--- config.mk ---
export PLATFORM = sky130hd
export DESIGN_NAME = neuron_mac_seq
export DESIGN_NICKNAME = d
export VERILOG_FILES = /design/src/rtl/neuron_pkg.sv /design/src/rtl/neuron_mac_seq.sv
export SDC_FILE = /design/constraint.sdc
export NUM_CORES = 1
export LEC_CHECK = 0
export ABC_AREA = 0
export CAP_MARGIN = 20
export CORE_ASPECT_RATIO = 0.5
export CORE_MARGIN = 10
export CORE_UTILIZATION = 46
export DETAILED_ROUTE_END_ITERATION = 10
export GPL_ROUTABILITY_DRIVEN = 0
export GPL_TIMING_DRIVEN = 0
export PLACE_DENSITY = 0.91
export SYNTH_ARGS = -nofsm -noshare
export SYNTH_HDL_FRONTEND = slang
export SYNTH_SLANG_ARGS = --single-unit
--- constraint.sdc ---
create_clock -name clk -period 3 [get_ports clk]
set_input_delay 0.45 -clock clk [delete_from_list [all_inputs] [get_ports clk]]
set_output_delay 0.45 -clock clk [all_outputs]
set_load 0.1 [all_outputs]
--- src/rtl/neuron_pkg.sv ---
// neuron_pkg
// Shared definitions for the neuron MAC sequencer:
//   - neuron_state_t : sequencer state encoding
//   - ALU_OP_*       : op-select codes understood by the external 16-bit ALU
//   - DATA_W_DEFAULT : default operand/result width (must match the ALU)
package neuron_pkg;

    localparam int DATA_W_DEFAULT = 16;

    localparam logic [1:0] ALU_OP_ADD = 2'b00;
    localparam logic [1:0] ALU_OP_SUB = 2'b01;
    localparam logic [1:0] ALU_OP_MUL = 2'b10;

    typedef enum logic [2:0] {
        S_IDLE  = 3'd0,
        S_FETCH = 3'd1,
        S_MULT  = 3'd2,
        S_ADD   = 3'd3,
        S_DONE  = 3'd4
    } neuron_state_t;

endpackage

--- src/rtl/neuron_mac_seq.sv ---
// neuron_mac_seq
// Sequences the external ALU to evaluate one neuron: acc = bias + sum(x_i * w_i).
// Each term is fetched over a valid/ready stream, then one multiply and one add
// are issued to the ALU. The final accumulator is returned over valid/ready.
//
// Optional feature macro: NEURON_RELU_EN
//   defined     -> out_data = ReLU(acc) (negative two's-complement values become 0)
//   not defined -> out_data = acc
//
// Ports:
//   clk, rst              clock, asynchronous active-high reset
//   start, n_inputs, bias neuron request (sampled only in IDLE)
//   in_valid/in_ready     operand-pair handshake, in_x / in_w payload
//   alu_op1/op2/en/sel    drive the ALU; alu_result is its combinational result
//   out_valid/out_ready   result handshake, out_data payload
//   busy                  high in every state except IDLE
//
// state | meaning
// IDLE  | waiting for start
// FETCH | accepting the next (x, w) pair
// MULT  | ALU computes x_r * w_r, captured into prod
// ADD   | ALU computes acc + prod, captured into acc
// DONE  | presenting result until out_ready
module neuron_mac_seq
    import neuron_pkg::*;
#(
    parameter int DATA_W = DATA_W_DEFAULT,
    parameter int N_MAX  = 8,
    parameter int CNT_W  = 4
) (
    input  logic              clk,
    input  logic              rst,
    input  logic              start,
    input  logic [CNT_W-1:0]  n_inputs,
    input  logic [DATA_W-1:0] bias,
    input  logic              in_valid,
    output logic              in_ready,
    input  logic [DATA_W-1:0] in_x,
    input  logic [DATA_W-1:0] in_w,
    output logic [DATA_W-1:0] alu_op1,
    output logic [DATA_W-1:0] alu_op2,
    output logic              alu_en,
    output logic [1:0]        alu_sel,
    input  logic [DATA_W-1:0] alu_result,
    output logic              out_valid,
    input  logic              out_ready,
    output logic [DATA_W-1:0] out_data,
    output logic              busy
);

    neuron_state_t state, state_nxt;

    logic [DATA_W-1:0] acc, prod, x_r, w_r;
    logic [CNT_W-1:0]  cnt;
    logic [CNT_W-1:0]  n_clamped;

    assign n_clamped = (n_inputs > CNT_W'(N_MAX)) ? CNT_W'(N_MAX) : n_inputs;

    always_ff @(posedge clk or posedge rst) begin
        if (rst) begin
            state <= S_IDLE;
        end else begin
            state <= state_nxt;
        end
    end

    always_ff @(posedge clk or posedge rst) begin
        if (rst) begin
            acc  <= '0;
            prod <= '0;
            x_r  <= '0;
            w_r  <= '0;
            cnt  <= '0;
        end else begin
            case (state)
                S_IDLE: begin
                    if (start) begin
                        acc <= bias;
                        cnt <= n_clamped;
                    end
                end
                S_FETCH: begin
                    if (in_valid) begin
                        x_r <= in_x;
                        w_r <= in_w;
                    end
                end
                S_MULT: prod <= alu_result;
                S_ADD: begin
                    acc <= alu_result;
                    cnt <= cnt - CNT_W'(1);
                end
                default: ;
            endcase
        end
    end

    // Outputs depend only on registered state/datapath, never on inputs.
    always_comb begin
        state_nxt = state;
        in_ready  = 1'b0;
        alu_en    = 1'b0;
        alu_sel   = ALU_OP_ADD;
        alu_op1   = '0;
        alu_op2   = '0;
        out_valid = 1'b0;
        out_data  = '0;
        busy      = (state != S_IDLE);

        case (state)
            S_IDLE: begin
                if (start) begin
                    state_nxt = (n_clamped == '0) ? S_DONE : S_FETCH;
                end
            end
            S_FETCH: begin
                in_ready = 1'b1;
                if (in_valid) begin
                    state_nxt = S_MULT;
                end
            end
            S_MULT: begin
                alu_en    = 1'b1;
                alu_sel   = ALU_OP_MUL;
                alu_op1   = x_r;
                alu_op2   = w_r;
                state_nxt = S_ADD;
            end
            S_ADD: begin
                alu_en    = 1'b1;
                alu_sel   = ALU_OP_ADD;
                alu_op1   = acc;
                alu_op2   = prod;
                state_nxt = (cnt == CNT_W'(1)) ? S_DONE : S_FETCH;
            end
            S_DONE: begin
                out_valid = 1'b1;
`ifdef NEURON_RELU_EN
                out_data  = acc[DATA_W-1] ? '0 : acc;
`else
                out_data  = acc;
`endif
                if (out_ready) begin
                    state_nxt = S_IDLE;
                end
            end
            default: state_nxt = S_IDLE;
        endcase
    end

endmodule

==> metrics.cfg <==
[run_status]
status=finished clean

[global_route]
grt_max_degree=72
grt_overflow_total=0
grt_pass1_vias=3267
grt_antenna_before_repair=0
grt_first_pass_wirelength_um=18080
grt_usage=0.1880

[worst_setup_path]
required_ns=2.55
cp_data_arrival_time_ns=2.48
crit_start=state[0]$_DFFE_PP0P_
critPathKind=flip-flop to primary output
cp-start-kind=flip-flop
endpoint_kind=primary output
crit_fanout=10
worstReg2RegStart=state[0]$_DFFE_PP0P_

[clocking]
clkTransAtPathRegs_ns=0.05
root_buffer=clkbuf_16
cts_inserted_buffers=9
cts_tree=built
clk_latency_ns=0.34
postCtsSetupBuffers=0
h-tree-depth=3
cts_buffer_depth=2
cts_sinks=71

[yosys]
synth_area_leaders=dfrtp_1 (49%), mux2_1 (12%), mux2i_1 (9.1%), nor2_1 (3.5%), nand2_1 (3.4%)
syn_area_sq_um=3647
syn_avg_cell_area_sq_um=10.82
syn_inst=337
ys_async_sr_fraction=1.000
yosysWarnings=0
synth_most_common_cell=dfrtp_1
syn_nets=412
ys.flop_type=dfrtp_1
synth_common_cells=dfrtp_1 (71), mux2_1 (39), nor2_1 (34)
synth_top_family_by_area=multiplexers
synth_cell_type_count=36
synth-edff-count=0
synthSimpleGateAreaFrac=0.1616
synthMuxAreaShare=0.2449
synthXorXnorAreaFrac=0.002401
synth_fa_ha_area_frac=0.006861
synth-compound-area-share=0.04871
synth_top_cell_area_share=0.4871
ys_ff_latch=71
synth_area_leader_cell=dfrtp_1
ys_seq_area_frac=0.4871

[finish]
diodes=0
multi_input_area_sq_um=1698
drive_above_1_share=0.1849
postLayoutCellArea_sq_um=5338
regArea_sq_um=1777
fillCellCount=521
area_growth_pct=46.35
finish.net_count=548

[floorplan]
die_h_um=82.97
rows=22
ioPinCount=127
initial_core_util=0.4853
die-area_sq_um=12110
chipWidth_um=145.9
core_area_sq_um=7515

[routing]
vias=3145
via_per_inst=5.385
ant_nets=0
dr.first_iter.drc_count=313
drc=0
drt-total-wl_um=11580
avgRoutedWirePerCell_um=19.83
dr.pass1.iters=5

[hold_path]
min_from=w_r[0]$_DFFE_PP0P_
min_path_type=flip-flop to flip-flop

[sta]
slew_violations=0
slew_headroom=0.3332
timing.fmax_mhz=341.2
hold_viol=0
skew_ns=0.006000
setup_violations=0
worst_pin_slew_ns=0.9985
period_needed_ns=2.931
worst_slack_ns=0.06928
tns_ns=0
rsz0062_at_grt=false
post-route-period-util=0.9769

[pwr]
p_int_w=0.003262
pwr-share-seq=0.261
clock_power_share=0.144
p_sw_w=0.003510
p_sw_frac=0.5184
combPwrFrac=0.594
peakVddDrop_uv=905.5
power.density_nw_per_um2=1269
total_leakage_power_nw=2.338

[flow_run]
maxCapViolations=0

[placed_design]
io_buffers=125
post-place-ws_ns=-0.1138
hpwl_um=8723
placed_area_sq_um=5037

power by group through the flow:
stage | clock network, W | registers, W | logic, W
floorplan | 0 | 0.00165 | 0.00318
global placement | 0 | 0.00175 | 0.00399
detailed placement | 0 | 0.00177 | 0.00408
CTS | 0.000987 | 0.00176 | 0.00404
global route | 0.00103 | 0.00182 | 0.00424
finish | 0.000978 | 0.00177 | 0.00402
layer usage:
metal	wire, um	global-route usage
met1	4610	0.2225
met5	0	0
met2	5890	0.3157
met4	271	0.06975
met3	808	0.05736
cells by family after synthesis:
| kind of cell | after synthesis |
|---|---|
| xor gates and xnor gates | 1 |
| muxes | 83 |
| DFF | 71 |
| adders and majority gates | 2 |
| buffers and inverters | 34 |
| and+or+nand+nor | 119 |
| other | 1 |
| AOI/OAI and AO/OA | 26 |
sequential cells by signal, summed over array words and instances, names as in the netlist:
signal	flops
x_r	16
state	3
prod	16
cnt	4
acc	16
w_r	16
final cells by class:
| type | instances | area share |
|---|---|---|
| plain buffers | 27 | 0.02766 |
| clock buffers | 13 | 0.04876 |
| clock inverters | 1 | 0.0009376 |
| inverters | 7 | 0.005391 |
| multi-input cells | 232 | 0.3181 |
| flip-flops and latches | 71 | 0.3329 |
| well taps | 108 | 0.02532 |
| repair buffers | 125 | 0.2410 |
worst paths after layout:
kind | depth (start not counted) | end | slack [ns]
worst max register to register | 6 | acc[0]$_DFFE_PP0P_ | 1.07
worst max-delay path | 5 | alu_op2[2] | 0.07
max in group asynchronous | 2 | w_r[12]$_DFFE_PP0P_ | 1.76
min in group asynchronous | 2 | w_r[2]$_DFFE_PP0P_ | 0.64
worst min-delay path | 1 | w_r[0]$_DFFE_PP0P_ | 0.48
worst min register to register | 1 | w_r[0]$_DFFE_PP0P_ | 0.48
worst max-delay path: stages, from the launching register on:
cell             delay [ns]
dfrtp_1                0.32
buf_2                  0.20
buf_2                  0.27
mux2i_1                0.11
nor2_1                 0.09
clkdlybuf4s50_1        1.14
cell usage in the layout (no fill, tap or decap), drive strengths merged, types with 2 or more instances in the layout:
master         count
a31oi             17
and2              17
buf               22
clkbuf            20
clkdlybuf4s15     38
clkdlybuf4s50     74
dfrtp             71
dlygate4sd2        8
dlymetal6s2s       3
ha                 2
inv                7
mux2              50
mux2i             33
nand2             33
nand2b             3
nand3b             3
nor2              35
nor3              19
nor3b              2
nor4               2
o22ai              2
through the flow:
step                      instances  power (W)  hold WS, ns  utilization
final                           584   0.006772       0.4836       0.7103
after global routing            584   0.007099       0.4925       0.7103
after CTS                       584   0.006790       0.4871       0.7105
after detailed placement        570   0.005853       0.4746       0.6703
after global placement          570   0.005735       0.4659       0.6700
after floorplan                 337   0.004835       0.4574            -
what timing repair did:
item / CTS / global route
gates resized for setup: 125 / 6
setup endpoints to repair: 48 / 5
hold buffers: 0 / 0
Power figures use the tool's default switching activity.
